$ cat src/rtl/mem_port_arbiter_pkg.sv
// Shared definitions for the instruction/data memory port arbiter:
// state encodings, the starvation limit default and the grant-priority rule.
package mem_port_arbiter_pkg;

    localparam int STARVE_LIMIT_DEFAULT = 4;
    localparam int STREAK_W             = 3;

    typedef enum logic [1:0] {
        IDLE = 2'd0,
        DATA = 2'd1,
        INST = 2'd2
    } arb_state_e;

    // Data wins unless a fetch is waiting and data has already had its full streak.
    function automatic logic data_wins(input logic dm_req,
                                       input logic if_req,
                                       input logic at_limit);
        return dm_req & (~if_req | ~at_limit);
    endfunction

endpackage

$ cat src/rtl/arb_streak_counter.sv
// Saturating count of consecutive data grants made while a fetch was waiting.
module arb_streak_counter
    import mem_port_arbiter_pkg::*;
#(
    parameter int LIMIT = STARVE_LIMIT_DEFAULT
) (
    input  logic clock,
    input  logic reset_n,
    input  logic inc_i,
    input  logic clr_i,
    output logic streak_at_limit
);

    localparam logic [STREAK_W-1:0] LIMIT_W = STREAK_W'(LIMIT);

    logic [STREAK_W-1:0] streak_q;
    logic [STREAK_W-1:0] streak_d;
    logic                at_limit_s;

    assign at_limit_s = (streak_q >= LIMIT_W);

    // Clear has priority over increment; increment stops at the limit.
    always_comb begin
        streak_d = streak_q;
        if (clr_i) begin
            streak_d = {STREAK_W{1'b0}};
        end else if (inc_i && !at_limit_s) begin
            streak_d = streak_q + {{(STREAK_W-1){1'b0}}, 1'b1};
        end else begin
            streak_d = streak_q;
        end
    end

    // Streak register.
    always_ff @(posedge clock or negedge reset_n) begin
        if (!reset_n) begin
            streak_q <= {STREAK_W{1'b0}};
        end else begin
            streak_q <= streak_d;
        end
    end

    assign streak_at_limit = at_limit_s;

endmodule

$ cat src/rtl/mem_port_arbiter.sv
// Arbitrates a fetch port and a data port onto one single-port memory,
// with a bounded data streak so fetches cannot starve.
module mem_port_arbiter
    import mem_port_arbiter_pkg::*;
#(
    parameter int STARVE_LIMIT = STARVE_LIMIT_DEFAULT
) (
    input  logic        clock,
    input  logic        reset_n,
    input  logic        w_if_req,
    input  logic [31:0] w_if_addr_32,
    input  logic        w_if_flush,
    output logic [31:0] w_if_rdata_32,
    output logic        w_if_valid,
    input  logic        w_dm_req,
    input  logic        w_dm_write,
    input  logic [31:0] w_dm_addr_32,
    input  logic [31:0] w_dm_wdata_32,
    output logic [31:0] w_dm_rdata_32,
    output logic        w_dm_valid,
    output logic        w_mem_req,
    output logic        w_mem_write,
    output logic [31:0] w_mem_addr_32,
    output logic [31:0] w_mem_wdata_32,
    input  logic [31:0] w_mem_rdata_32,
    input  logic        w_mem_ready,
    output logic        w_stall_fetch,
    output logic        w_stall_mem
);

    arb_state_e  state_q,    state_d;
    logic [31:0] addr_q,     addr_d;
    logic [31:0] wdata_q,    wdata_d;
    logic        write_q,    write_d;
    logic        mem_req_q,  mem_req_d;
    logic [31:0] if_rdata_q, if_rdata_d;
    logic [31:0] dm_rdata_q, dm_rdata_d;
    logic        if_valid_q, if_valid_d;
    logic        dm_valid_q, dm_valid_d;
    logic        flushed_q,  flushed_d;

    logic grant_data_s;
    logic grant_inst_s;
    logic streak_inc_s;
    logic streak_clr_s;
    logic streak_at_limit_s;

    arb_streak_counter #(
        .LIMIT (STARVE_LIMIT)
    ) u_streak (
        .clock           (clock),
        .reset_n         (reset_n),
        .inc_i           (streak_inc_s),
        .clr_i           (streak_clr_s),
        .streak_at_limit (streak_at_limit_s)
    );

    assign streak_inc_s = grant_data_s & w_if_req;
    assign streak_clr_s = grant_inst_s | (grant_data_s & ~w_if_req);

    // Arbitration, access tracking and completion capture.
    always_comb begin
        state_d      = state_q;
        addr_d       = addr_q;
        wdata_d      = wdata_q;
        write_d      = write_q;
        mem_req_d    = mem_req_q;
        if_rdata_d   = if_rdata_q;
        dm_rdata_d   = dm_rdata_q;
        if_valid_d   = 1'b0;
        dm_valid_d   = 1'b0;
        flushed_d    = flushed_q;
        grant_data_s = 1'b0;
        grant_inst_s = 1'b0;

        case (state_q)
            IDLE: begin
                if (data_wins(w_dm_req, w_if_req, streak_at_limit_s)) begin
                    grant_data_s = 1'b1;
                    state_d      = DATA;
                    addr_d       = w_dm_addr_32;
                    wdata_d      = w_dm_wdata_32;
                    write_d      = w_dm_write;
                    mem_req_d    = 1'b1;
                end else if (w_if_req) begin
                    grant_inst_s = 1'b1;
                    state_d      = INST;
                    addr_d       = w_if_addr_32;
                    wdata_d      = 32'h0000_0000;
                    write_d      = 1'b0;
                    mem_req_d    = 1'b1;
                    flushed_d    = w_if_flush;
                end else begin
                    state_d      = IDLE;
                end
            end
            DATA: begin
                if (w_mem_ready) begin
                    state_d    = IDLE;
                    mem_req_d  = 1'b0;
                    write_d    = 1'b0;
                    dm_valid_d = 1'b1;
                    if (!write_q) begin
                        dm_rdata_d = w_mem_rdata_32;
                    end else begin
                        dm_rdata_d = dm_rdata_q;
                    end
                end else begin
                    state_d = DATA;
                end
            end
            INST: begin
                // A flushed fetch still finishes at the memory but is never delivered.
                if (w_mem_ready) begin
                    state_d   = IDLE;
                    mem_req_d = 1'b0;
                    flushed_d = 1'b0;
                    if (flushed_q || w_if_flush) begin
                        if_valid_d = 1'b0;
                    end else begin
                        if_valid_d = 1'b1;
                        if_rdata_d = w_mem_rdata_32;
                    end
                end else begin
                    state_d   = INST;
                    flushed_d = flushed_q | w_if_flush;
                end
            end
            default: begin
                state_d   = IDLE;
                mem_req_d = 1'b0;
                write_d   = 1'b0;
                flushed_d = 1'b0;
            end
        endcase
    end

    // State and datapath registers.
    always_ff @(posedge clock or negedge reset_n) begin
        if (!reset_n) begin
            state_q    <= IDLE;
            addr_q     <= 32'h0000_0000;
            wdata_q    <= 32'h0000_0000;
            write_q    <= 1'b0;
            mem_req_q  <= 1'b0;
            if_rdata_q <= 32'h0000_0000;
            dm_rdata_q <= 32'h0000_0000;
            if_valid_q <= 1'b0;
            dm_valid_q <= 1'b0;
            flushed_q  <= 1'b0;
        end else begin
            state_q    <= state_d;
            addr_q     <= addr_d;
            wdata_q    <= wdata_d;
            write_q    <= write_d;
            mem_req_q  <= mem_req_d;
            if_rdata_q <= if_rdata_d;
            dm_rdata_q <= dm_rdata_d;
            if_valid_q <= if_valid_d;
            dm_valid_q <= dm_valid_d;
            flushed_q  <= flushed_d;
        end
    end

    assign w_mem_req      = mem_req_q;
    assign w_mem_write    = write_q;
    assign w_mem_addr_32  = addr_q;
    assign w_mem_wdata_32 = wdata_q;
    assign w_if_rdata_32  = if_rdata_q;
    assign w_if_valid     = if_valid_q;
    assign w_dm_rdata_32  = dm_rdata_q;
    assign w_dm_valid     = dm_valid_q;
    assign w_stall_fetch  = w_if_req & ~if_valid_q;
    assign w_stall_mem    = w_dm_req & ~dm_valid_q;

endmodule

$ cat config.mk
export PLATFORM = sky130hd
export DESIGN_NAME = mem_port_arbiter
export DESIGN_NICKNAME = d
export VERILOG_FILES = /design/src/rtl/mem_port_arbiter_pkg.sv /design/src/rtl/arb_streak_counter.sv /design/src/rtl/mem_port_arbiter.sv
export SDC_FILE = /design/constraint.sdc
export NUM_CORES = 1
export LEC_CHECK = 0
export BUFFER_PORTS_ARGS = -buffer_cell sky130_fd_sc_hd__clkbuf_2
export CAP_MARGIN = 0
export CORE_AREA = 3 3 125 127
export CTS_BUF_LIST = sky130_fd_sc_hd__clkbuf_16
export CTS_CLUSTER_DIAMETER = 120
export DETAILED_ROUTE_END_ITERATION = 10
export DIE_AREA = 0 0 128 130
export HOLD_SLACK_MARGIN = 0.02
export PLACE_DENSITY = 0.65
export SYNTH_ARGS = -nofsm -noshare
export SYNTH_HDL_FRONTEND = slang
export SYNTH_SLANG_ARGS = --single-unit
export TNS_END_PERCENT = 20
$ cat constraint.sdc
create_clock -name clock -period 3.25 [get_ports clock]
set_clock_uncertainty 0.1 [all_clocks]
set_input_delay 0.975 -clock clock [delete_from_list [all_inputs] [get_ports clock]]
set_output_delay 0.975 -clock clock [all_outputs]
set_load 0.05 [all_outputs]
==> qor.yml <==
status: "completed"
met3_length_um: 735
crit_type: "input pin to output port"
diodes: 0
synth_top_flop_cell: "dfrtp_1"
ys_seq_area_share_pct: 62.2
post_drt_wl_per_cell_um: 15.7
fin_tns_setup_ns: 0
endpoint_kind: "output port"
syn_nets: 580
setup_viol: 0
r2r_cells: 6
cts_root_buf: "clkbuf_16"
post_layout_nonfiller_instances: 902
cts_buffers: 17
yosysWarnings: 0
highest_layer: "met4"
cts_sinks: 138
insertion_delay_ns: 0.40
fin_area_um2: 7640
synth_area_um2: 5550
worst_pin_slew_ns: 0.706
ios: 269
synth-xor-area-share_pct: 0
hpwl_um: 10400
rows: 44
core_area_um2: 14500
ys_top_cells_by_area: "dfrtp_1 62%, mux2_2 13%, a21oi_1 5.9%, a22o_1 5.0%, nor2_1 2.6%"
synthAdderAreaFrac_pct: 1.35
synth-seq-cells: 138
antenna_left: 0
max_freq_mhz: 373
first_pass_iters: 5
rsz0062_at_grt: "no"
area_delta_synth_final_pct: 37.6
min_period_over_period_pct: 82.5
synth_simple_gate_area_share_pct: 6.63
grt_overflow: 0
start_util_pct: 38.2
hold_viol: 0
ctsHoldBuffers: 0
drv_cap: 0
fp.dieH_um: 130
die_area_um2: 16600
synthCells: 439
synth_top_family_by_area: "multiplexers"
routabilityCongestion: 0.778
finalWirelength_um: 14200
maxSlewViolCount: 0
cts_resized: 0
synth-edff-count: 0
clk_pin_slew_ns: 0.06
avgSynthCellArea_um2: 12.6
yosysMostFrequentCell: "dfrtp_1"
numPlacedInstances: 870
tritoncts: "yes"
dr_wl_met2_um: 7220
cts_buffer_depth: 2
synth_compound_area_share_pct: 12.9
required_ns: 2.17
ys_async_sr_fraction_pct: 100
grt_pass1_vias: 4519
yosysTopAreaCell: "dfrtp_1"
cts_htree_levels: 4
worstPathMaxFanout: 7
gr-usage-all-layers_pct: 17.1
vias: 4360
slew_headroom_pct: 52.9
finalCriticalPeriod_ns: 2.68
drc: 0
post-synth-top-area-fraction_pct: 62.2
antenna_found_initial: 0
drtIter0Drc: 124
synth_common_cells: "138 x dfrtp_1, 65 x a21oi_1, 63 x mux2_2"
hold_ws_ns: 0.374
hp-class: "input pin to async pin"
via_per_inst: 4.83
die_w_um: 128
dpl_cell_area_um2: 7030
post_cts_buffers: 0
synthMuxAreaShare_pct: 13.2
nets: 846
grt_pass1_wl_um: 22500
synth.distinct_cells: 33
wl_met1_um: 5820
startpoint_type: "input pin"
drive_gt1_share_pct: 51.8
critical_path_arrival_ns: 1.61
grt_max_degree: 67
portBuffers: 268
## per-layer routing
metal  track usage [%]  up-vias
met5                 0        -
met4              7.55        0
met3              4.18       22
met2              29.4      155
met1              20.5     2108
li1                  -     2075
## final cells by class
class	instances	area (um^2)
clock buffers	17	425
well taps	184	230
fillers	1280	6890
inverters	5	18.8
clock inverters	15	183
multi-input cells	266	1900
flip-flops and latches	138	3450
repair buffers	277	1430
## cell families (layout without fill, tap and decap cells)
| family | after synthesis | in the layout |
|---|---|---|
| adder cells (fa/ha/maj) | 6 | 6 |
| AO/OA/AOI/OAI | 109 | 109 |
| multiplexers | 65 | 65 |
| buffers and inverters | 35 | 314 |
| AND/OR/NAND/NOR | 86 | 86 |
| flip-flops | 138 | 138 |
## worst max-delay path, stage by stage
cell and delay [ns]:
clkbuf_2 0.17, nor2b_1 0.15, clkbuf_2 0.30
## final timing paths
check                                   start                 end  slack, ns
max                                  w_dm_req         w_stall_mem       0.57
min                                   reset_n   w_if_rdata_32[25]       0.37
max reg2reg                        state_q[1]   w_dm_rdata_32[26]       1.26
min reg2reg                w_mem_wdata_32[14]  w_mem_wdata_32[14]       0.40
max in group asynchronous             reset_n   w_mem_addr_32[19]       1.89
min in group clock         w_mem_wdata_32[14]  w_mem_wdata_32[14]       0.40
## sequential cells by signal, indices dropped and copies added, names as in the netlist
signal	count
w_mem_addr_32	32
w_mem_write	1
w_if_rdata_32	32
w_mem_req	1
flushed_q	1
w_mem_wdata_32	32
w_if_valid	1
w_dm_valid	1
w_dm_rdata_32	32
u_streak.streak_q	3
state_q	2
## through the flow
stage | utilization [%] | setup slack, ns
floorplan | - | 0.311
global placement | 48.4 | 0.560
detailed placement | 48.4 | 0.584
CTS | 52.6 | 0.575
global route | 52.6 | 0.540
finish | 52.6 | 0.567
## layout by cell type (no fill, tap or decap), types with 2 or more instances in the layout
master / n
a21oi_1: 65
a22o_1: 32
a32o_1: 2
and2_1: 2
buf_4: 8
bufinv_16: 4
clkbuf_16: 17
clkbuf_2: 267
clkinv_1: 3
clkinv_2: 2
clkinv_4: 2
dfrtp_1: 138
ha_1: 6
inv_1: 7
mux2_1: 2
mux2_2: 63
nand2_1: 33
nand2b_1: 4
nor2_1: 38
nor2b_1: 4
Power is not shown: default switching activity piles up to over one toggle a cycle in this logic, so the estimate is an artifact.
